`src/rtl/fp_issue_ctrl.sv`:
```
// FP unit issue/writeback scheduler. A slot-reservation shift register arbitrates the
// single result port between misc, pipelined FMA and the iterative divider.
module fp_issue_ctrl #(
  parameter int FMA_LAT = 4,
  parameter int TAG_W   = 5
) (
  input  logic             i_clk,
  input  logic             i_rst_n,
  input  logic             i_clear,
  input  logic             i_req_valid,
  output logic             o_req_ready,
  input  logic [1:0]       i_req_class,
  input  logic [TAG_W-1:0] i_req_tag,
  output logic             o_misc_issue,
  output logic             o_fma_issue,
  output logic             o_div_start,
  input  logic             i_div_done,
  output logic             o_wb_valid,
  output logic [TAG_W-1:0] o_wb_tag,
  output logic [1:0]       o_wb_src,
  output logic             o_busy
);

  localparam logic [1:0] S_IDLE = 2'd0;
  localparam logic [1:0] S_BUSY = 2'd1;
  localparam logic [1:0] S_PEND = 2'd2;

  logic [FMA_LAT:0]             r_rsv,  w_rsv_nxt, w_set;
  logic [FMA_LAT:0][TAG_W-1:0]  r_tag,  w_tag_nxt;
  logic [FMA_LAT:0][1:0]        r_src,  w_src_nxt;
  logic [1:0]                   r_dst,  w_dst_nxt;
  logic [TAG_W-1:0]             r_dtag;
  logic                         w_div_hold, w_cls_ok, w_div_wb;
  logic [1:0]                   w_new_src;

  // The div result is stuck behind a pipeline result: new misc/FMA must wait so the
  // port drains. Once the slot frees, the div result leaves and issue may resume.
  assign w_div_hold = r_rsv[0] & ((r_dst == S_PEND) | ((r_dst == S_BUSY) & i_div_done));

  always_comb begin
    w_cls_ok = 1'b0;
    case (i_req_class)
      2'd1:    w_cls_ok = ~w_div_hold;
      2'd2:    w_cls_ok = (r_dst == S_IDLE);
      default: w_cls_ok = ~r_rsv[1] & ~w_div_hold;
    endcase
  end

  assign o_req_ready  = i_rst_n & ~i_clear & w_cls_ok;
  assign o_misc_issue = i_req_valid & o_req_ready & ((i_req_class == 2'd0) | (i_req_class == 2'd3));
  assign o_fma_issue  = i_req_valid & o_req_ready & (i_req_class == 2'd1);
  assign o_div_start  = i_req_valid & o_req_ready & (i_req_class == 2'd2);

  assign w_div_wb = ~i_clear & ~r_rsv[0] &
                    ((r_dst == S_PEND) | ((r_dst == S_BUSY) & i_div_done));

  assign w_new_src = o_fma_issue ? 2'd1 : 2'd0;

  // New reservations are ORed in before the shift, so a misc fire lands in slot 0
  // next cycle and an FMA fire lands in slot FMA_LAT-1.
  always_comb begin
    w_set          = '0;
    w_set[1]       = o_misc_issue;
    w_set[FMA_LAT] = o_fma_issue;
    w_rsv_nxt      = '0;
    w_tag_nxt      = '0;
    w_src_nxt      = '0;
    for (int k = 0; k < FMA_LAT; k++) begin
      w_rsv_nxt[k] = r_rsv[k+1] | w_set[k+1];
      w_tag_nxt[k] = w_set[k+1] ? i_req_tag : r_tag[k+1];
      w_src_nxt[k] = w_set[k+1] ? w_new_src : r_src[k+1];
    end
  end

  always_comb begin
    w_dst_nxt = r_dst;
    case (r_dst)
      S_IDLE:  if (o_div_start) w_dst_nxt = S_BUSY;
      S_BUSY:  if (i_div_done)  w_dst_nxt = r_rsv[0] ? S_PEND : S_IDLE;
      S_PEND:  if (!r_rsv[0])   w_dst_nxt = S_IDLE;
      default: w_dst_nxt = S_IDLE;
    endcase
  end

  always_ff @(posedge i_clk or negedge i_rst_n) begin
    if (!i_rst_n) begin
      r_rsv  <= '0;
      r_tag  <= '0;
      r_src  <= '0;
      r_dst  <= S_IDLE;
      r_dtag <= '0;
    end else if (i_clear) begin
      r_rsv  <= '0;
      r_tag  <= '0;
      r_src  <= '0;
      r_dst  <= S_IDLE;
      r_dtag <= '0;
    end else begin
      r_rsv <= w_rsv_nxt;
      r_tag <= w_tag_nxt;
      r_src <= w_src_nxt;
      r_dst <= w_dst_nxt;
      if (o_div_start) r_dtag <= i_req_tag;
    end
  end

  // Pipeline results always own the port; the divider only uses free slots.
  always_comb begin
    o_wb_valid = r_rsv[0] | w_div_wb;
    o_wb_tag   = '0;
    o_wb_src   = 2'd0;
    if (r_rsv[0]) begin
      o_wb_tag = r_tag[0];
      o_wb_src = r_src[0];
    end else if (w_div_wb) begin
      o_wb_tag = r_dtag;
      o_wb_src = 2'd2;
    end
  end

  assign o_busy = (|r_rsv) | (r_dst != S_IDLE);

endmodule

```
`config.mk`:
```
export PLATFORM = sky130hd
export DESIGN_NAME = fp_issue_ctrl
export DESIGN_NICKNAME = d
export VERILOG_FILES = /design/src/rtl/fp_issue_ctrl.sv
export SDC_FILE = /design/constraint.sdc
export NUM_CORES = 1
export LEC_CHECK = 0
export BUFFER_PORTS_ARGS = -buffer_cell sky130_fd_sc_hd__buf_4
export CORE_AREA = 5 5 75 77
export DETAILED_ROUTE_END_ITERATION = 10
export DIE_AREA = 0 0 80 82
export MAX_ROUTING_LAYER = met4
export PLACE_DENSITY = 0.55
export SLEW_MARGIN = 15
export SYNTH_ARGS = -nofsm -noshare
export SYNTH_HDL_FRONTEND = slang
export SYNTH_SLANG_ARGS = --single-unit
```
`constraint.sdc`:
```
create_clock -name i_clk -period 1.5 [get_ports i_clk]
set_input_delay 0.225 -clock i_clk [delete_from_list [all_inputs] [get_ports i_clk]]
set_output_delay 0.225 -clock i_clk [all_outputs]
set_load 0.01 [all_outputs]
```
Yosys cells after proc, flatten, opt, wreduce, memory -nomap -nowiden:

Cells that the tools add are included.

* input port bits: 12
* logic and storage cells: 69
* register bits: 47
* output and inout bits: 13

* bitwise logic cells: 21
* reduce and logical (&&, ||, !) cells: 6
* equality and inequality tests: 8
* mux-type cells: 21

Operator list (number)
* 5-bit two-way mux: 6
* 20-bit two-way mux: 1
* 2-bit two-way mux: 9
* 1-bit AND: 11
* 3-bit != test, second input constant: 3
* 8-bit two-way mux: 1
* 2-bit == test, second input constant: 3
* 1-bit OR: 6
* 2-bit one-hot mux with 3 select lines: 1
* 5-bit OR reduction: 1
* 2-bit by 1-bit == test with 1-bit output, second input constant: 2
* 2-bit zero test: 2
* 4-bit two-way mux: 1
* 1-bit NOT: 4
* 2-bit nonzero test: 2
* 3-bit AND reduction: 1
* 1-bit one-hot mux with 2 select lines: 1
* 1-bit two-way mux: 1

Logic depth before layout (Yosys ltp):

* depth after elaboration: 13
* depth in mapped cells: 7
* depth with buffers taken out: 6

Worst setup path before layout:

OpenSTA, ideal clock, no wires.

* kind: input-to-reg
* from: input i_req_class[0]
* to: register r_dtag[0]
* arrival time: 1535 ps
* stages: 6
* path slack: -160 ps
* buffers on the path: 0
* setup time: 125 ps
* required time: 1375 ps
* cells stage by stage: inv_1 ha_1 nor2b_1 o211ai_4 a21oi_4 mux2_2

* longest elaborated chain between the ends: 6
* elaborated cells on any way between the ends: 7
* those cells by class: eq/ne: 2; mux: 1; bitwise: 3; reduce/logical: 1

Ends and longest elaborated chain
* start, declared: line 12 `input logic [1:0] i_req_class,`
* 2-bit == test / 2-bit by 1-bit == test with 1-bit output (equally long branches): line 42, 52
* 1-bit one-hot mux with 2 select lines: line 42 `case (i_req_class)`
* 1-bit AND: line 49 `assign o_req_ready = i_rst_n & ~i_clear & w_cls_ok;`
* 1-bit AND: line 52 `assign o_div_start = i_req_valid & o_req_ready & (i_req_class == 2'd2);`
* 1-bit AND *: line 52
* named net o_div_start: line 16 `output logic o_div_start,`
* 2-bit nonzero test (no line) *
* end signal, assigned: line 103 `if (o_div_start) r_dtag <= i_req_tag;`
* end, declared: line 32 `logic [TAG_W-1:0] r_dtag;`

Mark *: on every way through the listed nets, which the timed path passes. The rest lies on a longest branch.
A chain may end at the register's enable or synchronous reset.

Worst setup path after layout:

* from: register r_dst[1]
* to: output o_misc_issue

* longest elaborated chain between the ends: 10
* elaborated cells on any way between the ends: 12
* those cells by class: eq/ne: 2; mux: 1; bitwise: 8; reduce/logical: 1

Ends and longest elaborated chain
* start, declared: line 31 `logic [1:0] r_dst, w_dst_nxt;`
* start signal, assigned: line 102 `r_dst <= w_dst_nxt;`
* 2-bit by 1-bit == test with 1-bit output: line 38 `assign w_div_hold = r_rsv[0] & ((r_dst == S_PEND) | ((r_dst == S_BUSY) & i_div_done));`
* 1-bit AND: line 38
* 1-bit OR: line 38
* 1-bit AND: line 38
* 1-bit NOT: line 43, 45
* 1-bit AND: line 45 `default: w_cls_ok = ~r_rsv[1] & ~w_div_hold;`
* 1-bit one-hot mux with 2 select lines *: line 42
* 1-bit AND *: line 49
* 1-bit AND * (2 in a row): line 50 `assign o_misc_issue = i_req_valid & o_req_ready & ((i_req_class == 2'd0) | (i_req_class == 2'd3));`
* end, declared: line 14 `output logic o_misc_issue,`

Every way passes the cells marked *; elsewhere a longest branch is shown, timed or not.

==> reports/summary.txt <==
Status: complete, but fails checks
Violated checks: negative hold slack, negative setup slack
Top cell type's share of synthesized area: 56.3%
Buffers & Inverters on Critical Path: 3
CP max stage cell: dfrtp_2
Port Buffers: 24
Total GRT Usage: 11.4%
Final ANT Viol Nets: 0
Worst min path class: in -> async
CTS tree: yes
Longest Clk Path Bufs: 2
Post-detail-place hpwl: 2350 um
Drt pass-1 iters: 4
Fin cells: 246
Max-slew violation count: 0
Worst slew pin tran: 478 ps
Largest net degree at the start of global routing: 34
Fin crit period: 1830 ps
Dpl ws: -233 ps
DRT Wirelength: 3390 um
Critical path type: reg -> out
IO Pins: 25
Final WS setup: -328 ps
Min Hold Slack: -31.5 ps
H-tree Lvls: 2
Fin nets: 189
Top Layer Used: met4
P&R area growth vs syn: 50.5%
Register area share after synthesis: 56.3%
Slack of the worst reg-to-reg path: -200 ps
Power density over the cells: 817 mW/mm^2
Synth Instances: 126
Most used cell, CP: buf_4
Die Y-Extent: 82 um
Final count of hold timing violations: 32
WL met3: 170 um
Clk_skew: 7.06 ps
CTS Buf Count: 5
Worst-path maximum fanout: 6
EDFF count, synth: 0
Critical Path RT: 1270 ps
CP Data Arrival Time: 1600 ps
Worst vdd ir: 0.313 mV
Global-route wire length before repair: 5550 um
N_diodes: 0
Initial DRC count: 108
Most frequent cell after synthesis: dfrtp_1
Most frequent cells after synthesis: dfrtp_1 (32), nor2b_1 (14), a21oi_1 (11)
Vias in the first global route: 1116
Clock slew at reported path FFs: 70 ps
LEAKAGE: 1.03 nW
Starting Density: 28.8%
Worst-Skew Late Latency: 280 ps
Cell Rows: 26
Synth warn: 0
Worst path max stage delay: 440 ps
Max frequency: 0.547 GHz
Setup TNS: -4200 ps
Post-synth top flop: dfrtp_1
Synth Area per Inst: 11.3 um^2
Max-Cap Viols: 0
WL met2: 1720 um
Wl on met1: 1480 um
Ratio of cells with drive above 1 in the final layout: 51.7%
Core area: 0.00494 mm^2
Total Power: 1.75 mW
Placed cell count: 228
Die area: 0.00656 mm^2
Synthesized Nets: 140
Root Driver: clkbuf_8
Synth async-reset ratio: 100%
Relative slew margins: 68.0%
Final Cycle Share: 122%
Die X: 80 um
Synth area leaders: dfrtp_1 (56%), nor2b_1 (6.2%), mux2_2 (4.0%), a21oi_1 (3.9%), a22o_1 (3.1%)
Syn Std Cell Area: 0.00142 mm^2
Wire per inst: 13.8 um
Unrepaired setup endpoints after global routing: yes
#FFs+latches synth: 32
Critical path cell sequence: buf_6 > nand3b_1 > buf_4 > nand4_1 > nor2_1 > buf_4
CP startpoint kind: flip-flop
Setup-failing EPs final: 23
DRC viols: 0
Leading area contributor after synthesis: dfrtp_1
Clk sinks: 32
Crit path max-delay family: simple AND/OR/NAND/NOR gates
CP Capture Type: primary output
Initial antenna violation count: 0
Vias: 1082
Routability cong.: 0.834
Distinct cells, synth: 29
Grt total ovfl: 0
Vias/cell: 4.40
[layout make-up]
type | instances | area, um^2
well taps | 70 | 87.6
clock buffers | 6 | 82.6
clock inverters | 2 | 10.0
inverters | 2 | 15.0
fillers | 474 | 2800
multi-input cells | 85 | 713
repair buffers | 49 | 428
flip-flops and latches | 32 | 805
[state kept, by name (all words and copies together) (netlist names)]
register / count
r_tag: 20
r_dtag: 5
r_rsv: 4
r_dst: 2
r_src: 1
[worst paths after layout]
check,startpoint,end,cells after the start
min reg2reg,r_tag[12]$_DFF_PN0_,r_tag[7]$_DFF_PN0_,1
min in group i_clk,i_req_tag[1],r_tag[16]$_DFF_PN0_,2
max in group asynchronous,i_rst_n,r_rsv[0]$_DFF_PN0_,2
max,r_dst[1]$_DFFE_PN0P_,o_misc_issue,6
min,i_rst_n,r_dst[1]$_DFFE_PN0P_,2
max reg2reg,r_dst[0]$_DFFE_PN0P_,r_dtag[4]$_DFFE_PN0P_,7
[logic make-up after synthesis]
family          synth area share, %
buf+inv                        2.55
fa+ha+maj                      1.76
flops                          56.3
compound gates                 12.0
mux                            3.96
simple gates                   23.5
[power by group]
group | leakage (nW) | switching [mW] | internal, mW
logic | 0.534 | 0.109 | 0.0979
clock network | 0.0510 | 0.302 | 0.365
registers | 0.441 | 0.00411 | 0.870
[per-layer routing]
| metal | global-route usage (%) | up-vias |
|---|---|---|
| met5 | - | - |
| met4 | 3.55 | 0 |
| met3 | 3.73 | 2 |
| met2 | 18.1 | 23 |
| met1 | 13.8 | 532 |
| li1 | - | 525 |
[per-stage QoR]
| stage | instance area, um^2 | util (%) | hold slack (ps) |
|---|---|---|---|
| 3_3_place_gp | 1830 | 36.9 | 278 |
| 6_report | 2140 | 43.3 | -31.5 |
| 2_1_floorplan | 1480 | - | -70.6 |
| 3_5_place_dp | 1830 | 36.9 | 290 |
| 4_1_cts | 2080 | 42.1 | -14.5 |
| 5_1_grt | 2140 | 43.3 | 4.45 |
[cells in the final DEF, fill, tap and decap left out, types with 2 or more instances in the layout]
cell type,instances
clkbuf_8,6
nor2b_4,2
o21ai_2,2
and2_1,2
dfrtp_1,29
nor2_1,4
and2b_1,5
buf_4,33
dfrtp_2,3
buf_6,16
a21oi_4,2
a22o_1,5
clkinv_2,2
a21oi_2,5
nor2b_1,13
o21ai_1,3
nand3_1,5
nand3b_1,3
a21oi_1,5
mux2_4,5
nand2_1,3
and2_4,5
[repair_timing]
item / CTS / global route
buffers inserted: 11 / 3
pin swaps: 10 / 15
endpoints found under the setup margin: 29 / 29
hold endpoints to repair: 32 / 0
gates resized for setup: 30 / 16
[worst reg2reg max path: cells and delay by family (launching register included)]
family                 cells  cell delay, ps
and+or+nand+nor            2             240
DFF                        1             450
buffers and inverters      3             450
AOI/OAI and AO/OA          1             140
muxes                      1             300
(Power assumes the default switching activity.)
